File: src/rtl/feature_load_if.sv
// Read-request / read-response bus between the feature-load sequencer and the memory side.
// The master drives requests; the slave returns acceptance and tagged responses.
interface feature_load_if #(
    parameter int ADDR_W = 32,
    parameter int SEQ_W  = 4
);
    logic              req_valid;
    logic              req_ready;
    logic [ADDR_W-1:0] req_addr;
    logic [SEQ_W-1:0]  req_seq;
    logic              rsp_valid;
    logic              rsp_isFeature;
    logic [SEQ_W-1:0]  rsp_seq;

    modport master (
        output req_valid, req_addr, req_seq,
        input  req_ready, rsp_valid, rsp_isFeature, rsp_seq
    );

    modport slave (
        input  req_valid, req_addr, req_seq,
        output req_ready, rsp_valid, rsp_isFeature, rsp_seq
    );
endinterface

File: src/rtl/feature_load_ctrl.sv
// Feature-load sequencer: splits one input volume into bus beats, issues tagged reads
// and owns the reading / next-layer / freeze status flags of the ReadFeatures datapath.
module feature_load_ctrl #(
    parameter int ADDR_W         = 32,
    parameter int INPUT_ADDR_W   = 16,
    parameter int SEQ_W          = 4,
    parameter int MAX_READ_WIDTH = 16,
    localparam int RP_W          = $clog2(MAX_READ_WIDTH)
) (
    input  logic                    clock,
    input  logic                    reset,
    input  logic                    start,
    input  logic                    start_next,
    input  logic [ADDR_W-1:0]       base_addr,
    input  logic [INPUT_ADDR_W-1:0] volume_size,
    output logic                    busy,
    output logic                    done,
    feature_load_if.master          bus,
    output logic                    new_params,
    output logic [RP_W-1:0]         readPos,
    output logic [RP_W:0]           writeWidth,
    output logic [SEQ_W-1:0]        reqSeqF,
    output logic                    isReadingFeatures,
    output logic                    isLoadingNextFeatures,
    output logic                    isLoadingFroze,
    input  logic                    dp_resetReading,
    input  logic                    dp_resetLoadingNext,
    input  logic                    dp_setFroze,
    input  logic                    dp_resetFroze
);

    typedef enum logic [2:0] {IDLE, PARAM, ISSUE, WAIT, DRAIN} state_t;

    localparam logic [RP_W:0] MRW = (RP_W+1)'(MAX_READ_WIDTH);

    state_t                  state_q, state_d;
    logic [ADDR_W-1:0]       base_q;
    logic [INPUT_ADDR_W-1:0] volume_q;
    logic [INPUT_ADDR_W:0]   issued_q;
    logic [INPUT_ADDR_W:0]   issued_nxt;
    logic [INPUT_ADDR_W:0]   remaining;
    logic                    start_next_q;
    logic                    done_q;
    logic [ADDR_W-1:0]       cur;
    logic [RP_W:0]           room;
    logic                    accept_start;
    logic                    beat_match;
    logic                    done_d;

    // Beat descriptor derived from the current word address; stable in WAIT since issued only moves on a match.
    always_comb begin
        cur          = base_q + ADDR_W'(issued_q);
        readPos      = cur[RP_W-1:0];
        bus.req_addr = {cur[ADDR_W-1:RP_W], {RP_W{1'b0}}};
        room         = MRW - {1'b0, readPos};
        remaining    = {1'b0, volume_q} - issued_q;
        writeWidth   = (remaining < (INPUT_ADDR_W+1)'(room)) ? remaining[RP_W:0] : room;
        issued_nxt   = issued_q + (INPUT_ADDR_W+1)'(writeWidth);
    end

    always_comb begin
        state_d       = state_q;
        accept_start  = 1'b0;
        beat_match    = 1'b0;
        done_d        = 1'b0;
        bus.req_valid = 1'b0;
        case (state_q)
            IDLE: begin
                if (start) begin
                    if (volume_size != '0) begin
                        accept_start = 1'b1;
                        state_d      = PARAM;
                    end else begin
                        done_d = 1'b1;
                    end
                end
            end
            PARAM: state_d = ISSUE;
            ISSUE: begin
                bus.req_valid = ~isLoadingFroze;
                if (~isLoadingFroze && bus.req_ready)
                    state_d = WAIT;
            end
            WAIT: begin
                if (bus.rsp_valid && bus.rsp_isFeature && bus.rsp_seq == reqSeqF) begin
                    beat_match = 1'b1;
                    state_d    = (issued_nxt >= {1'b0, volume_q}) ? DRAIN : ISSUE;
                end
            end
            DRAIN: begin
                if (!isReadingFeatures) begin
                    done_d  = 1'b1;
                    state_d = IDLE;
                end
            end
            default: state_d = IDLE;
        endcase
    end

    // Beat-math registers are cleared too so the descriptor outputs read zero out of reset.
    always_ff @(posedge clock) begin
        if (reset) begin
            state_q               <= IDLE;
            base_q                <= '0;
            volume_q              <= '0;
            issued_q              <= '0;
            start_next_q          <= 1'b0;
            reqSeqF               <= '0;
            done_q                <= 1'b0;
            isReadingFeatures     <= 1'b0;
            isLoadingNextFeatures <= 1'b0;
            isLoadingFroze        <= 1'b0;
        end else begin
            state_q <= state_d;
            done_q  <= done_d;
            if (accept_start) begin
                base_q       <= base_addr;
                volume_q     <= volume_size;
                issued_q     <= '0;
                start_next_q <= start_next;
            end
            if (beat_match) begin
                issued_q <= issued_nxt;
                reqSeqF  <= reqSeqF + 1'b1;
            end
            // Sets take priority over same-cycle clear pulses from the datapath.
            if (state_q == PARAM)
                isReadingFeatures <= 1'b1;
            else if (dp_resetReading)
                isReadingFeatures <= 1'b0;
            if (state_q == PARAM && start_next_q)
                isLoadingNextFeatures <= 1'b1;
            else if (dp_resetLoadingNext)
                isLoadingNextFeatures <= 1'b0;
            if (dp_setFroze)
                isLoadingFroze <= 1'b1;
            else if (dp_resetFroze)
                isLoadingFroze <= 1'b0;
        end
    end

    assign busy        = (state_q != IDLE);
    assign done        = done_q;
    assign new_params  = (state_q == PARAM);
    assign bus.req_seq = reqSeqF;

endmodule

File: src/flat_wrapper.sv
// flat-port wrapper written by rule: the top's interface ports become plain ports
module feature_load_ctrl_flat 
#(
    parameter int ADDR_W         = 32,
    parameter int INPUT_ADDR_W   = 16,
    parameter int SEQ_W          = 4,
    parameter int MAX_READ_WIDTH = 16,
    localparam int RP_W          = $clog2(MAX_READ_WIDTH)
)
  (clock, reset, start, start_next, base_addr, volume_size, busy, done, new_params, readPos, writeWidth, reqSeqF, isReadingFeatures, isLoadingNextFeatures, isLoadingFroze, dp_resetReading, dp_resetLoadingNext, dp_setFroze, dp_resetFroze, bus_req_valid, bus_req_addr, bus_req_seq, bus_req_ready, bus_rsp_valid, bus_rsp_isFeature, bus_rsp_seq);
  feature_load_if #(.ADDR_W(ADDR_W), .SEQ_W(SEQ_W)) bus_i ();
  input  logic clock;
  input  logic reset;
  input  logic start;
  input  logic start_next;
  input  logic [ADDR_W-1:0] base_addr;
  input  logic [INPUT_ADDR_W-1:0] volume_size;
  output logic busy;
  output logic done;
  output logic new_params;
  output logic [RP_W-1:0] readPos;
  output logic [RP_W:0] writeWidth;
  output logic [SEQ_W-1:0] reqSeqF;
  output logic isReadingFeatures;
  output logic isLoadingNextFeatures;
  output logic isLoadingFroze;
  input  logic dp_resetReading;
  input  logic dp_resetLoadingNext;
  input  logic dp_setFroze;
  input  logic dp_resetFroze;
  output wire logic [$bits(bus_i.req_valid)-1:0] bus_req_valid;
  output wire logic [$bits(bus_i.req_addr)-1:0] bus_req_addr;
  output wire logic [$bits(bus_i.req_seq)-1:0] bus_req_seq;
  input wire logic [$bits(bus_i.req_ready)-1:0] bus_req_ready;
  input wire logic [$bits(bus_i.rsp_valid)-1:0] bus_rsp_valid;
  input wire logic [$bits(bus_i.rsp_isFeature)-1:0] bus_rsp_isFeature;
  input wire logic [$bits(bus_i.rsp_seq)-1:0] bus_rsp_seq;
  assign bus_req_valid = bus_i.req_valid;
  assign bus_req_addr = bus_i.req_addr;
  assign bus_req_seq = bus_i.req_seq;
  assign bus_i.req_ready = bus_req_ready;
  assign bus_i.rsp_valid = bus_rsp_valid;
  assign bus_i.rsp_isFeature = bus_rsp_isFeature;
  assign bus_i.rsp_seq = bus_rsp_seq;
  feature_load_ctrl #(.ADDR_W(ADDR_W), .INPUT_ADDR_W(INPUT_ADDR_W), .SEQ_W(SEQ_W), .MAX_READ_WIDTH(MAX_READ_WIDTH)) u_core (.clock(clock), .reset(reset), .start(start), .start_next(start_next), .base_addr(base_addr), .volume_size(volume_size), .busy(busy), .done(done), .bus(bus_i), .new_params(new_params), .readPos(readPos), .writeWidth(writeWidth), .reqSeqF(reqSeqF), .isReadingFeatures(isReadingFeatures), .isLoadingNextFeatures(isLoadingNextFeatures), .isLoadingFroze(isLoadingFroze), .dp_resetReading(dp_resetReading), .dp_resetLoadingNext(dp_resetLoadingNext), .dp_setFroze(dp_setFroze), .dp_resetFroze(dp_resetFroze));
endmodule
File: config.mk
export PLATFORM = sky130hd
export DESIGN_NAME = feature_load_ctrl_flat
export DESIGN_NICKNAME = d
export VERILOG_FILES = /design/src/rtl/feature_load_if.sv /design/src/rtl/feature_load_ctrl.sv /design/src/flat_wrapper.sv
export SDC_FILE = /design/constraint.sdc
export NUM_CORES = 1
export LEC_CHECK = 0
export CAP_MARGIN = 10
export CORE_MARGIN = 4
export CORE_UTILIZATION = 50
export CTS_CLUSTER_SIZE = 30
export DETAILED_ROUTE_END_ITERATION = 16
export PLACE_DENSITY = 0.83
export SYNTH_ARGS = -nofsm -noshare
export SYNTH_HDL_FRONTEND = slang
export SYNTH_SLANG_ARGS = --single-unit
export TNS_END_PERCENT = 1
File: constraint.sdc
create_clock -name clock -period 13.8 [get_ports clock]
set_clock_uncertainty 0.2 [all_clocks]
set_input_delay 4.14 -clock clock [delete_from_list [all_inputs] [get_ports clock]]
set_output_delay 4.14 -clock clock [all_outputs]
set_load 0.05 [all_outputs]
; Word level (Yosys, flattened, before mapping)
; Cells that the tools add are included.
[classes]
magnitude_cmp = 2
eq_ne = 10
addsub = 5
bitwise_logic = 1
muxes = 26
n_reduce_logical = 12
[ops]
columns = operator, count
row1 = 17-bit two-way mux, 2
row2 = 32-bit by 17-bit adder with 32-bit output, 1
row3 = 3-bit two-way mux, 6
row4 = 17-bit by 5-bit adder with 17-bit output, 1
row5 = 17-bit by 16-bit >= comparator with 1-bit output, 1
row6 = 17-bit by 5-bit < comparator with 1-bit output, 1
row7 = 16-bit by 17-bit subtractor with 17-bit output, 1
row8 = 16-bit nonzero test, 1
row9 = 1-bit two-way mux, 15
row10 = 3-bit case mux with 5 select lines, 1
row11 = 2-bit nonzero test, 4
row12 = "3-bit by 2-bit == test with 1-bit output, second input constant", 2
row13 = "2-bit by 1-bit != test with 1-bit output, second input constant", 3
row14 = 5-bit two-way mux, 1
row15 = 5-bit AND reduction, 1
row16 = "5-bit by 4-bit subtractor with 5-bit output, first input constant", 1
row17 = "4-bit by 1-bit adder with 4-bit output, second input constant", 1
row18 = 4-bit == test, 1
row19 = 1-bit logical AND, 4
row20 = "2-bit != test, second input constant", 2
row21 = "3-bit by 1-bit == test with 1-bit output, second input constant", 1
row22 = "3-bit == test, second input constant", 1
row23 = 3-bit logical NOT, 1
row24 = 3-bit nonzero test, 1
row25 = other kinds (2), 2
[totals]
inputBits = 63
reg_bits = 77
output_inout_bits = 56

; Depth between registers and ports, before layout
[depth]
ltp_word = 9
mapped_depth = 33

; Least setup slack after synthesis
; Ideal clock, no wire load.
[synth_timing]
path_kind = reg-to-output
from = reg u_core.issued_q[1]
to = out writeWidth[3]
t_arrival_ps = 4139
path_stages_with_launch = 15
path_slack_ps = 5321
cell_sequence = dfxtp_1 ha_1 a21o_1 a21oi_1 xnor2_1 xnor2_1 ha_1 o21ai_0 a21oi_1 a2111oi_0 nand4_1 a211oi_2 nand4bb_1 buf_6 mux2i_1
[synth_between]
elab_chain_len = 4
elab_cells_between_ends = 5
cone_classes = 3 x add/sub / 1 x order compare / 1 x mux
[synth_lines]
columns = element, line_no
row1 = from (decl), feature_load_ctrl.sv:39  ; logic [INPUT_ADDR_W:0] issued_q;
row2 = from (signal assigned), feature_load_ctrl.sv:123  ; issued_q <= issued_nxt;
row3 = 32-bit by 17-bit adder with 32-bit output *, feature_load_ctrl.sv:52  ; cur = base_q + ADDR_W'(issued_q);
row4 = named net readPos[3], flat_wrapper.sv:21  ; output logic [RP_W-1:0] readPos;
row5 = 5-bit by 4-bit subtractor with 5-bit output *, feature_load_ctrl.sv:55  ; room = MRW - {1'b0, readPos};
row6 = 17-bit by 5-bit < comparator with 1-bit output, feature_load_ctrl.sv:57  ; writeWidth = (remaining < (INPUT_ADDR_W+1)'(room)) ? remaining[RP_W:0] : room;
row7 = 5-bit two-way mux *, feature_load_ctrl.sv:57
row8 = to (decl), flat_wrapper.sv:22  ; output logic [RP_W:0] writeWidth;
; Mark *: on every way through the listed nets, which the timed path passes. The rest lies on a longest branch.

; Worst setup path after layout
[layout_timing]
from = reg u_core.issued_q[1]
to = out writeWidth[3]
[layout_between]
elab_chain_len = 4
elab_cells_between_ends = 5
cone_classes = 3 x add/sub / 1 x order compare / 1 x mux
[layout_lines]
columns = element, line_no
row1 = 32-bit by 17-bit adder with 32-bit output, feature_load_ctrl.sv:52
row2 = 5-bit by 4-bit subtractor with 5-bit output, feature_load_ctrl.sv:55
row3 = 17-bit by 5-bit < comparator with 1-bit output, feature_load_ctrl.sv:57
row4 = 5-bit two-way mux *, feature_load_ctrl.sv:57
; Mark *: on every way between the ends. The rest lies on a longest branch, timed or not.

==> out/metrics.cfg <==
[run_status]
outcome = complete, no violations

[clocking]
cts.htree.levels = 3
cts_made_buffers = 9
clock_tree.buffer_depth = 2
tritoncts_clock_tree = yes
number_of_buffers_inserted_to_repair_setup_after_cts = 0
clock_slew_at_the_register_clock_pins_of_the_worst_setup_and_hold_paths_ns = 0.06
clkSinkCount = 77
postCtsResizedCells = 0
post_cts_hold_buffer_count = 0
clk_latency_ns = 0.33
clk_root_buffer_cell = sky130_fd_sc_hd__clkbuf_16

[synth]
synth_async_sr_flop_share_pct = 0
number_of_warning_messages_in_the_yosys_log = 0
synth_top_flop_cell = sky130_fd_sc_hd__dfxtp_1
synth_sequential_area_ratio_pct = 26.5
synth_largest_area_cell = sky130_fd_sc_hd__dfxtp_1
post-synth-top-area-fraction_pct = 26.5
postSynthAreaPerCell_um2 = 7.58
yosys.cell_types.count = 72
synth-edff-count = 0
syn-cell-area_um2 = 5810
synthCells = 767
yosys_register_bits = 77
synth_top_cells_by_area = sky130_fd_sc_hd__dfxtp_1 27%, sky130_fd_sc_hd__ha_1 13%, sky130_fd_sc_hd__nand2_1 8.5%

[route]
dr_total_vias = 5713
postRouteWirelength_um = 15700
number_of_remaining_drc_errors = 0
detail_route.iter0.violations = 369
ant_nets = 0
viasPerCell = 5.65
firstDrtPassIters = 4
wl_per_cell_um = 15.5

[power]
power.internal_mw = 0.461
power_frac_clock_pct = 34.6
power_switching_share_pct = 34.0
post-layout-total-power_mw = 0.699
share_of_power_burned_in_combinational_logic_pct = 30.5
power_per_cell_area_nw_per_um2 = 95.9
p_leak_nw = 2.98
power_frac_seq_pct = 34.9
ir_worst_vdd_v = 0.0000577
p_sw_mw = 0.238

[sta]
final_period_utilization_pct = 67.8
hold_viol = 0
worst-slew-pin-transition_ns = 1.14
timing.fmax_mhz = 107
layout_min_cycle_time_ns = 9.36
setup_viol_count_final = 0
max_slew_margin_pct = 23.8
final.setup.tns_ns = 0
final-max-slew-violation-count = 0
grt_setup_unrepaired = false

[hold_path]
whs_path_depth = 2
min_path_type = reg2reg

[run]
maxCapViolCount = 0

[layout]
area_delta_synth_final_pct = 25.4
diodes = 0
fillerInstances = 1028
multi_input_comb_area_um2 = 3910
drive_above_1_share_pct = 4.15
register_area_um2 = 1540
finish.net_count = 990

[global_routing]
antenna_found_initial = 0
grt.total_usage_pct = 23.7
first_global_vias = 5463
grt_pass1_wl_um = 25900
grt_remaining_overflow = 0
grt_max_degree = 79

[floorplan]
io_pins = 119
initial_core_util_pct = 50.9
die_area_um2 = 13400
floorplan.core_area_um2 = 11400
fp.dieH_um = 116
horizontal_extent_of_the_die_um = 116
floorplan.rows = 39

[worst_setup_path]
r2r.worst_path.cells = 29
cp.arrival_ns = 5.02
worstPathMaxFanout = 6
worstSetupPathType = reg2out
end_kind = output port
timing.critical_path.required_ns = 9.46
timing.critical_path.from_type = flop

[place]
dpl.hpwl_um = 11700
io_buffers = 114
place.gp.congestion = 0.915

synthesized netlist by cell type, types with 5 or more instances:
cell type	instances
sky130_fd_sc_hd__mux2i_1	5
sky130_fd_sc_hd__a22o_1	5
sky130_fd_sc_hd__and3_1	8
sky130_fd_sc_hd__xnor2_1	41
sky130_fd_sc_hd__nor4_1	6
sky130_fd_sc_hd__nand4_1	12
sky130_fd_sc_hd__dfxtp_1	77
sky130_fd_sc_hd__nand2_1	132
sky130_fd_sc_hd__ha_1	61
sky130_fd_sc_hd__or3_1	5
sky130_fd_sc_hd__nand3_1	28
sky130_fd_sc_hd__buf_4	9
sky130_fd_sc_hd__nand2b_1	7
sky130_fd_sc_hd__nor3_1	15
sky130_fd_sc_hd__xor2_1	14
sky130_fd_sc_hd__o21ai_0	23
sky130_fd_sc_hd__a31oi_1	5
sky130_fd_sc_hd__nor2_1	41
sky130_fd_sc_hd__inv_1	50
sky130_fd_sc_hd__a21o_1	14
sky130_fd_sc_hd__clkbuf_1	21
sky130_fd_sc_hd__a21oi_1	98
sky130_fd_sc_hd__nor2b_1	8
sky130_fd_sc_hd__o21a_1	6
worst max-delay path, stage by stage, from the launching register on:
cell	delay, ns
sky130_fd_sc_hd__dfxtp_1	0.43
sky130_fd_sc_hd__inv_1	0.17
sky130_fd_sc_hd__fa_1	0.48
sky130_fd_sc_hd__xor2_1	0.32
sky130_fd_sc_hd__nand3_1	0.16
sky130_fd_sc_hd__xnor2_1	0.24
sky130_fd_sc_hd__ha_1	0.27
sky130_fd_sc_hd__o21ai_0	0.15
sky130_fd_sc_hd__a21oi_1	0.06
sky130_fd_sc_hd__a2111oi_0	0.29
sky130_fd_sc_hd__nand4_1	0.15
sky130_fd_sc_hd__a211oi_2	0.19
sky130_fd_sc_hd__nand4bb_1	0.43
sky130_fd_sc_hd__mux2i_1	0.46
sky130_fd_sc_hd__clkdlybuf4s50_1	0.87
kinds of logic (layout without fill, tap and decap cells):
group | Yosys count | count (layout) | synth area share (%)
other | 1 | 4 | 0.0645
buffers and inverters | 88 | 186 | 6.54
and+or+nand+nor | 280 | 280 | 22.3
xor gates and xnor gates | 55 | 55 | 8.29
adders and majority gates | 64 | 64 | 14.2
AOI/OAI and AO/OA | 196 | 196 | 20.9
DFF | 77 | 77 | 26.5
muxes | 6 | 6 | 1.12
cell usage in the layout, fill, tap and decap left out, types with 4 or more instances in the layout:
| cell type | count |
|---|---|
| sky130_fd_sc_hd__xor2_1 | 14 |
| sky130_fd_sc_hd__a21oi_1 | 98 |
| sky130_fd_sc_hd__mux2i_1 | 5 |
| sky130_fd_sc_hd__nand2_1 | 132 |
| sky130_fd_sc_hd__a31oi_1 | 5 |
| sky130_fd_sc_hd__xnor2_1 | 41 |
| sky130_fd_sc_hd__o21ai_0 | 23 |
| sky130_fd_sc_hd__clkbuf_16 | 9 |
| sky130_fd_sc_hd__nor4_1 | 6 |
| sky130_fd_sc_hd__dfxtp_1 | 77 |
| sky130_fd_sc_hd__nand2b_1 | 7 |
| sky130_fd_sc_hd__nand3_1 | 28 |
| sky130_fd_sc_hd__a21o_1 | 14 |
| sky130_fd_sc_hd__inv_1 | 50 |
| sky130_fd_sc_hd__nand4_1 | 12 |
| sky130_fd_sc_hd__nor2b_1 | 8 |
| sky130_fd_sc_hd__clkdlybuf4s50_1 | 113 |
| sky130_fd_sc_hd__a22o_1 | 5 |
| sky130_fd_sc_hd__o21a_1 | 6 |
| sky130_fd_sc_hd__and3_1 | 8 |
| sky130_fd_sc_hd__ha_1 | 61 |
| sky130_fd_sc_hd__or3_1 | 5 |
| sky130_fd_sc_hd__nor2_1 | 40 |
| sky130_fd_sc_hd__conb_1 | 4 |
| sky130_fd_sc_hd__nor3_1 | 15 |
registers in the layout (all words and copies together), names as in the netlist:
signal and count:
u_core.base_q 32, u_core.state_q 3, u_core.bus.req_seq 4, u_core.issued_q 17, u_core.isLoadingFroze 1, u_core.done 1, u_core.start_next_q 1, u_core.volume_q 16
u_core.isLoadingNextFeatures 1, u_core.isReadingFeatures 1
final cells by class:
| type | count | share of cell area [%] |
|---|---|---|
| Inverter | 53 | 2.73 |
| Multi-Input combinational cell | 605 | 53.6 |
| Timing Repair Buffer | 117 | 15.9 |
| Clock buffer | 10 | 3.14 |
| Tap cell | 143 | 2.45 |
| Clock inverter | 6 | 0.996 |
| Sequential cell | 77 | 21.2 |
power groups by stage:
stage / clock network, mW / logic, mW / registers (mW)
global route: 0.256 / 0.233 / 0.245
floorplan: 0 / 0.146 / 0.247
global placement: 0 / 0.208 / 0.248
CTS: 0.244 / 0.212 / 0.244
detailed placement: 0 / 0.211 / 0.249
finish: 0.242 / 0.213 / 0.244
metal layers:
layer / vias to the layer above / global-route usage, % / wire length [um]
li1: 2864 / - / -
met1: 2648 / 31.7 / 7130
met2: 166 / 38.7 / 7260
met3: 35 / 4.23 / 872
met4: 0 / 7.73 / 422
met5: - / 0 / 0
final timing paths:
| path | from | slack [ns] | end |
|---|---|---|---|
| max reg2reg | u_core.issued_q[1] | 6.21 | u_core.state_q[1] |
| max | u_core.issued_q[1] | 4.44 | writeWidth[3] |
| min | u_core.base_q[3] | 0.26 | u_core.base_q[3] |
| min reg2reg | u_core.base_q[3] | 0.26 | u_core.base_q[3] |
metrics by stage:
stage                     worst slack, ns  instance area, um^2  hold slack [ns]  instances  util, %
after detailed placement             4.79                 6990            0.253        995     61.2
after global placement               5.05                 6990            0.250        995     61.2
final                                4.44                 7290            0.260       1011     63.8
after global routing                 3.98                 7290            0.288       1011     63.8
after floorplan                      5.32                 5820            0.237        770        -
after CTS                            4.44                 7290            0.262       1011     63.8
Note: power is estimated with default switching activity, not from simulation.
